### config.mk
export PLATFORM = sky130hd
export DESIGN_NAME = exe_div_stage
export DESIGN_NICKNAME = d
export VERILOG_FILES = /design/src/rtl/exe_div_stage.sv
export SDC_FILE = /design/constraint.sdc
export NUM_CORES = 1
export LEC_CHECK = 0
export ABC_AREA = 1
export CORE_MARGIN = 2
export CORE_UTILIZATION = 58
export CTS_BUF_LIST = sky130_fd_sc_hd__clkbuf_2
export DETAILED_ROUTE_END_ITERATION = 8
export PLACE_DENSITY = 0.91
export SLEW_MARGIN = 30
export SYNTH_ARGS = -nofsm -noshare
export SYNTH_HDL_FRONTEND = slang
export SYNTH_SLANG_ARGS = --single-unit
### constraint.sdc
create_clock -name clk -period 3.5 [get_ports clk]
set_input_delay 0.7 -clock clk [delete_from_list [all_inputs] [get_ports clk]]
set_output_delay 0.7 -clock clk [all_outputs]
set_load 0.01 [all_outputs]
### src/rtl/exe_div_stage.sv
// exe_div_stage: execute-stage result unit (ALU + EX/MEM output register).
// Define EXE_DIV_EN to build the 32-iteration restoring DIV/MOD unit; otherwise ops 11..14 return 0.

module exe_alu (
  input  logic [3:0]  i_op,
  input  logic [31:0] i_a,
  input  logic [31:0] i_b,
  output logic [31:0] o_result
);

  // Single-cycle integer ops; divide and reserved codes yield zero
  always_comb begin
    o_result = 32'd0;
    case (i_op)
      4'd0:    o_result = i_a + i_b;
      4'd1:    o_result = i_a - i_b;
      4'd2:    o_result = i_a & i_b;
      4'd3:    o_result = i_a | i_b;
      4'd4:    o_result = ~(i_a | i_b);
      4'd5:    o_result = i_a ^ i_b;
      4'd6:    o_result = i_a << i_b[4:0];
      4'd7:    o_result = i_a >> i_b[4:0];
      4'd8:    o_result = 32'($signed(i_a) >>> i_b[4:0]);
      4'd9:    o_result = {31'd0, ($signed(i_a) < $signed(i_b))};
      4'd10:   o_result = {31'd0, (i_a < i_b)};
      default: o_result = 32'd0;
    endcase
  end

endmodule

module exe_div_stage #(
  parameter int RD_W = 5
) (
  input  logic            clk,
  input  logic            reset,
  input  logic            flush,
  input  logic            in_valid,
  output logic            in_ready,
  input  logic [3:0]      in_op,
  input  logic [31:0]     in_a,
  input  logic [31:0]     in_b,
  input  logic [RD_W-1:0] in_rd,
  input  logic [31:0]     in_pc,
  output logic            out_valid,
  input  logic            out_ready,
  output logic [31:0]     out_result,
  output logic [RD_W-1:0] out_rd,
  output logic [31:0]     out_pc,
  output logic            busy
);

  logic            r_out_valid;
  logic [31:0]     r_out_result;
  logic [RD_W-1:0] r_out_rd;
  logic [31:0]     r_out_pc;

  logic            w_out_free;
  logic            w_accept;
  logic            w_out_load;
  logic [31:0]     w_alu_result;
  logic [31:0]     w_load_result;
  logic [RD_W-1:0] w_load_rd;
  logic [31:0]     w_load_pc;

  exe_alu u_alu (
    .i_op     (in_op),
    .i_a      (in_a),
    .i_b      (in_b),
    .o_result (w_alu_result)
  );

  assign w_out_free = !r_out_valid || out_ready;

`ifdef EXE_DIV_EN
  typedef enum logic [1:0] {
    S_IDLE = 2'd0,
    S_DIV  = 2'd1,
    S_DONE = 2'd2
  } div_state_t;

  div_state_t      r_state;
  div_state_t      w_state_next;
  logic [4:0]      r_cnt;
  logic [31:0]     r_rem;
  logic [31:0]     r_quo;
  logic [31:0]     r_dvsr;
  logic            r_is_mod;
  logic            r_qneg;
  logic            r_rneg;
  logic            r_dz;
  logic [RD_W-1:0] r_div_rd;
  logic [31:0]     r_div_pc;

  logic            w_is_div;
  logic            w_signed;
  logic            w_div_start;
  logic            w_div_finish;
  logic [31:0]     w_a_mag;
  logic [31:0]     w_b_mag;
  logic [32:0]     w_shift;
  logic [32:0]     w_diff;
  logic [31:0]     w_quo_fix;
  logic [31:0]     w_rem_fix;
  logic [31:0]     w_div_result;

  assign w_is_div     = (in_op >= 4'd11) && (in_op <= 4'd14);
  assign w_signed     = (in_op == 4'd11) || (in_op == 4'd13);
  assign w_a_mag      = (w_signed && in_a[31]) ? (32'd0 - in_a) : in_a;
  assign w_b_mag      = (w_signed && in_b[31]) ? (32'd0 - in_b) : in_b;
  assign in_ready     = !flush && (r_state == S_IDLE) && w_out_free;
  assign w_accept     = in_valid && in_ready;
  assign w_div_start  = w_accept && w_is_div;
  assign w_div_finish = (r_state == S_DONE) && w_out_free;

  // Shifted partial remainder and trial subtraction; a borrow in bit 32 means restore
  assign w_shift      = {r_rem, r_quo[31]};
  assign w_diff       = w_shift - {1'b0, r_dvsr};
  // Zero divisor yields all-ones quotient; remainder path already returns the dividend
  assign w_quo_fix    = r_dz ? 32'hFFFF_FFFF : (r_qneg ? (32'd0 - r_quo) : r_quo);
  assign w_rem_fix    = r_rneg ? (32'd0 - r_rem) : r_rem;
  assign w_div_result = r_is_mod ? w_rem_fix : w_quo_fix;

  // Divider FSM state register
  always_ff @(posedge clk) begin
    if (reset) begin
      r_state <= S_IDLE;
    end else if (flush) begin
      r_state <= S_IDLE;
    end else begin
      r_state <= w_state_next;
    end
  end

  // Divider FSM next-state logic
  always_comb begin
    w_state_next = r_state;
    case (r_state)
      S_IDLE: begin
        if (w_div_start) w_state_next = S_DIV;
        else             w_state_next = S_IDLE;
      end
      S_DIV: begin
        if (r_cnt == 5'd31) w_state_next = S_DONE;
        else                w_state_next = S_DIV;
      end
      S_DONE: begin
        if (w_div_finish) w_state_next = S_IDLE;
        else              w_state_next = S_DONE;
      end
      default: w_state_next = S_IDLE;
    endcase
  end

  // Divider FSM outputs
  always_comb begin
    busy = 1'b0;
    case (r_state)
      S_IDLE:  busy = 1'b0;
      S_DIV:   busy = 1'b1;
      S_DONE:  busy = 1'b1;
      default: busy = 1'b0;
    endcase
  end

  // Operand latch at accept and one restoring iteration per cycle in DIV
  always_ff @(posedge clk) begin
    if (reset) begin
      r_cnt    <= 5'd0;
      r_rem    <= 32'd0;
      r_quo    <= 32'd0;
      r_dvsr   <= 32'd0;
      r_is_mod <= 1'b0;
      r_qneg   <= 1'b0;
      r_rneg   <= 1'b0;
      r_dz     <= 1'b0;
      r_div_rd <= '0;
      r_div_pc <= 32'd0;
    end else if (flush) begin
      r_cnt <= 5'd0;
    end else if (w_div_start) begin
      r_cnt    <= 5'd0;
      r_rem    <= 32'd0;
      r_quo    <= w_a_mag;
      r_dvsr   <= w_b_mag;
      r_is_mod <= (in_op == 4'd13) || (in_op == 4'd14);
      r_qneg   <= w_signed && (in_a[31] ^ in_b[31]);
      r_rneg   <= w_signed && in_a[31];
      r_dz     <= (in_b == 32'd0);
      r_div_rd <= in_rd;
      r_div_pc <= in_pc;
    end else if (r_state == S_DIV) begin
      r_cnt <= r_cnt + 5'd1;
      if (!w_diff[32]) begin
        r_rem <= w_diff[31:0];
        r_quo <= {r_quo[30:0], 1'b1};
      end else begin
        r_rem <= w_shift[31:0];
        r_quo <= {r_quo[30:0], 1'b0};
      end
    end else begin
      r_cnt <= r_cnt;
    end
  end

  // Output register source: finished divide or a freshly accepted ALU op
  always_comb begin
    w_out_load    = 1'b0;
    w_load_result = w_alu_result;
    w_load_rd     = in_rd;
    w_load_pc     = in_pc;
    if (w_div_finish) begin
      w_out_load    = 1'b1;
      w_load_result = w_div_result;
      w_load_rd     = r_div_rd;
      w_load_pc     = r_div_pc;
    end else if (w_accept && !w_is_div) begin
      w_out_load = 1'b1;
    end else begin
      w_out_load = 1'b0;
    end
  end
`else
  assign in_ready = !flush && w_out_free;
  assign w_accept = in_valid && in_ready;
  assign busy     = 1'b0;

  // Without the divider every accepted op (11..14 included) goes through the ALU
  always_comb begin
    w_out_load    = 1'b0;
    w_load_result = w_alu_result;
    w_load_rd     = in_rd;
    w_load_pc     = in_pc;
    if (w_accept) begin
      w_out_load = 1'b1;
    end else begin
      w_out_load = 1'b0;
    end
  end
`endif

  // EX/MEM register: reset, then flush, then reload, then drain on out_ready
  always_ff @(posedge clk) begin
    if (reset) begin
      r_out_valid  <= 1'b0;
      r_out_result <= 32'd0;
      r_out_rd     <= '0;
      r_out_pc     <= 32'd0;
    end else if (flush) begin
      r_out_valid <= 1'b0;
    end else if (w_out_load) begin
      r_out_valid  <= 1'b1;
      r_out_result <= w_load_result;
      r_out_rd     <= w_load_rd;
      r_out_pc     <= w_load_pc;
    end else if (out_ready) begin
      r_out_valid <= 1'b0;
    end else begin
      r_out_valid <= r_out_valid;
    end
  end

  assign out_valid  = r_out_valid;
  assign out_result = r_out_result;
  assign out_rd     = r_out_rd;
  assign out_pc     = r_out_pc;

endmodule
==> impl_metrics.toml, run 1 <==
[global_routing]
grtUsageTotal_pct = 49.6
grt_pass1_vias = 16884
grt_overflow = 0
grt_pass1_wl_mm = 91.3
antenna_found_initial = 1
grt_max_degree = 70

[detailed_routing]
ant_nets = 0
dr.pass1.iters = 7
wl_per_cell_um = 20.2
drc = 0
drtIter0Drc = 2862
vias_per_cell = 6.13
vias = 18018
wirelength_mm = 59.5

[sta]
worst_pin_slew_ps = 919
max_freq_mhz = 328
rsz0062_at_grt = "no"
finalHoldViolCount = 0
relSlewSlack_pct = 38.5
drv_slew = 0
setup_viol = 0
min_period_ps = 3050
finalSetupTns_ps = 0
setup_slack_ps = 452
skew_ps = 39.5
fin_crit_sh_pct = 87.1

[clock_network]
clk_pin_slew_worst_paths_ps = 260
post_cts_resized = 0
numCtsBuffers = 9
clock_sink_count = 70
ctsHoldBuffers = 0
clk_latency_ps = 600
cts_root_buf = "clkbuf_2"
cts_tree = "yes"
post-cts-setup-buffers = 0
cts_buffer_depth = 2
cts_max_level = 3

[synthesis]
netlist-cell-type-count = 44
synthesis.nets = 2669
postSynthAreaPerCell_sq_um = 5.20
synth-compound-area-share_pct = 12.4
synthXorXnorAreaFrac_pct = 0.206
synth_warnings = 0
synth_mux_area_share_pct = 0
synth_seq_area_share_pct = 11.0
syn_area_sq_um = 12800
netlist_instances = 2457
yosys_register_bits = 70
synthAdderAreaFrac_pct = 10.1
synth_top_family_by_area = "simple AND/OR/NAND/NOR gates"
synth-simple-area-share_pct = 52.6

[finish]
ff_latch_area_sq_um = 1400
drive_gt1_share_pct = 6.99
final_common_cell = "nand2_1"
final_cell_mix = "nand2_1, nand3_1, inv_1, nor2_1, clkdlybuf4s50_1"
design_area_sq_um = 15400
syn2layout_area_growth_pct = 20.6
layout.cells.non_filler = 2941
nets = 2867
multi_input_area_sq_um = 9620
fill_cells = 2062

[floorplanning]
core_area_sq_um = 21700
die_h_um = 152
die_x_um = 152
die-area_sq_um = 23200
rows = 54
io_pins = 182
initial_core_util_pct = 58.9

[worst_setup_path]
reg2reg_depth = 6
worst-setup-path-type = "in -> reg"
cp-endpoint = "out_result[10]$_SDFFE_PP0P_"
rr_startpoint = "out_valid$_SDFFE_PP0P_"
crit_start = "in_b[5]"
rrSetupSlack_ps = 1600
cp.required_ps = 3970
start_kind = "input pin"
end_kind = "flip-flop"
cp_max_fo = 10
worst_r2r_endpoint = "out_pc[31]$_SDFFE_PP0P_"
critical_path_arrival_ps = 3510

[power]
powerDensity_nw_per_um2 = 222
leakage_nw = 7.88
peakVddDrop_mv = 0.172

[worst_hold_path]
hold_path.class = "reg -> reg"

[placed_design]
post_dp_cell_area_sq_um = 15300
dp_hpwl_mm = 48.4
gp_congestion = 1.17
port_buffers = 180
dp.cells = 2924
place_ws_ps = 1.35

[job]
cap_violations = 0

[run_status]
status = "finished, final reports clean"
## layout make-up
cell class                 count  area share (%)
clock buffer                   9           0.293
timing repair buffer         306            18.2
multi-input combinational   1975            62.5
inverter                     293            7.19
antenna                        1          0.0163
tap                          280            2.28
sequential                    70            9.10
clock inverter                 7           0.398
## metal layers
layer | GRT usage (%) | vias to the layer above | wire length (um)
met5 | 0 | - | 0
met4 | 30.0 | 0 | 4830
met3 | 12.4 | 350 | 8610
met2 | 77.7 | 1402 | 25100
met1 | 61.4 | 7953 | 21100
li1 | - | 8313 | -
## worst min path at each step
stage                                     start                          end  slack [ps]  depth (start not counted)
finish               out_result[2]$_SDFFE_PP0P_   out_result[2]$_SDFFE_PP0P_         480                          2
CTS                  out_result[2]$_SDFFE_PP0P_   out_result[2]$_SDFFE_PP0P_         480                          2
detailed placement  out_result[12]$_SDFFE_PP0P_  out_result[12]$_SDFFE_PP0P_         460                          2
floorplan                out_pc[0]$_SDFFE_PP0P_       out_pc[0]$_SDFFE_PP0P_         490                          2
global placement         out_rd[1]$_SDFFE_PP0P_       out_rd[1]$_SDFFE_PP0P_         450                          2
global route         out_result[6]$_SDFFE_PP0P_   out_result[6]$_SDFFE_PP0P_         510                          2
## metrics by stage
step           hold WS, ps  power (mW)  utilization (%)
6_report               478        3.42             71.0
5_1_grt                508        3.59             71.0
4_1_cts                481        3.31             71.0
3_5_place_dp           455        2.83             70.5
3_3_place_gp           451        2.80             70.5
2_1_floorplan          490        2.04                -
## logic make-up after synthesis
logic type	count (synthesis)
buffers and inverters	412
XOR/XNOR	3
other	1
adder cells (fa/ha/maj)	102
AND/OR/NAND/NOR	1584
flip-flops	70
AO/OA/AOI/OAI	285
## power by group
| part | switching (mW) | internal, mW | total (mW) |
|---|---|---|---|
| Combinational | 1.35 | 0.714 | 2.06 |
| Sequential | 0.0229 | 0.836 | 0.859 |
| Clock | 0.385 | 0.108 | 0.493 |
| Total | 1.76 | 1.66 | 3.42 |
## registers in the layout (all words and copies together) (netlist names)
signal and cells:
out_result 32, out_valid 1, out_pc 32, out_rd 5
## synth_stat cells
cell,number,area share (%)
xor2_1,3,0.21
nand3b_1,4,0.24
conb_1,1,0.029
a211oi_1,3,0.18
o22ai_1,9,0.44
nand2_1,879,26
nor2_2,7,0.34
o21bai_1,11,0.65
o211ai_1,21,1.2
a21oi_1,131,5.1
inv_4,1,0.049
o21ai_2,3,0.21
clkbuf_1,27,0.79
clkbuf_2,3,0.12
nand3_1,427,17
o2111ai_1,5,0.34
a221oi_1,4,0.27
nand4_1,24,1.2
nor3_2,1,0.078
nor3_1,26,1.0
and2_1,14,0.69
nand2_2,7,0.34
o21ai_1,15,0.59
ha_1,100,9.8
nor2_1,185,5.4
o21ai_0,78,3.1
a32oi_1,1,0.069
buf_1,7,0.21
clkinv_1,1,0.029
buf_4,15,0.88
buf_2,59,2.3
fa_1,2,0.31
inv_6,1,0.069
a21oi_2,2,0.14
nor3b_1,1,0.059
nand2_4,1,0.088
and3_1,2,0.098
inv_2,12,0.35
nor4_1,2,0.098
dfxtp_1,70,11
inv_1,278,8.2
buf_6,8,0.71
a31oi_1,2,0.098
nor2_4,4,0.35
## critical path: stages
cell and delay (ps):
clkdlybuf4s50_1 480, inv_1 60, ha_1 430, o21ai_0 480, inv_1 120, nand3_1 280, nand2_1 130, nand2_1 150
nand2_1 70, nand3_1 60, nand2_1 80, nor2_1 210, nand2_1 110, nand2_1 80, a21oi_1 60
Note: power is estimated with default switching activity, not from simulation.
==> inputs of run 2 (changes only) <==
--- a/config.mk
+++ b/config.mk
@@ -9,6 +9,7 @@
 export CORE_MARGIN = 2
 export CORE_UTILIZATION = 58
 export CTS_BUF_LIST = sky130_fd_sc_hd__clkbuf_2
+export CTS_CLUSTER_DIAMETER = 50
 export DETAILED_ROUTE_END_ITERATION = 8
 export PLACE_DENSITY = 0.91
 export SLEW_MARGIN = 30
==> results of run 2 <==
The final DEF is identical to that of run 1; final timing and power are the same.
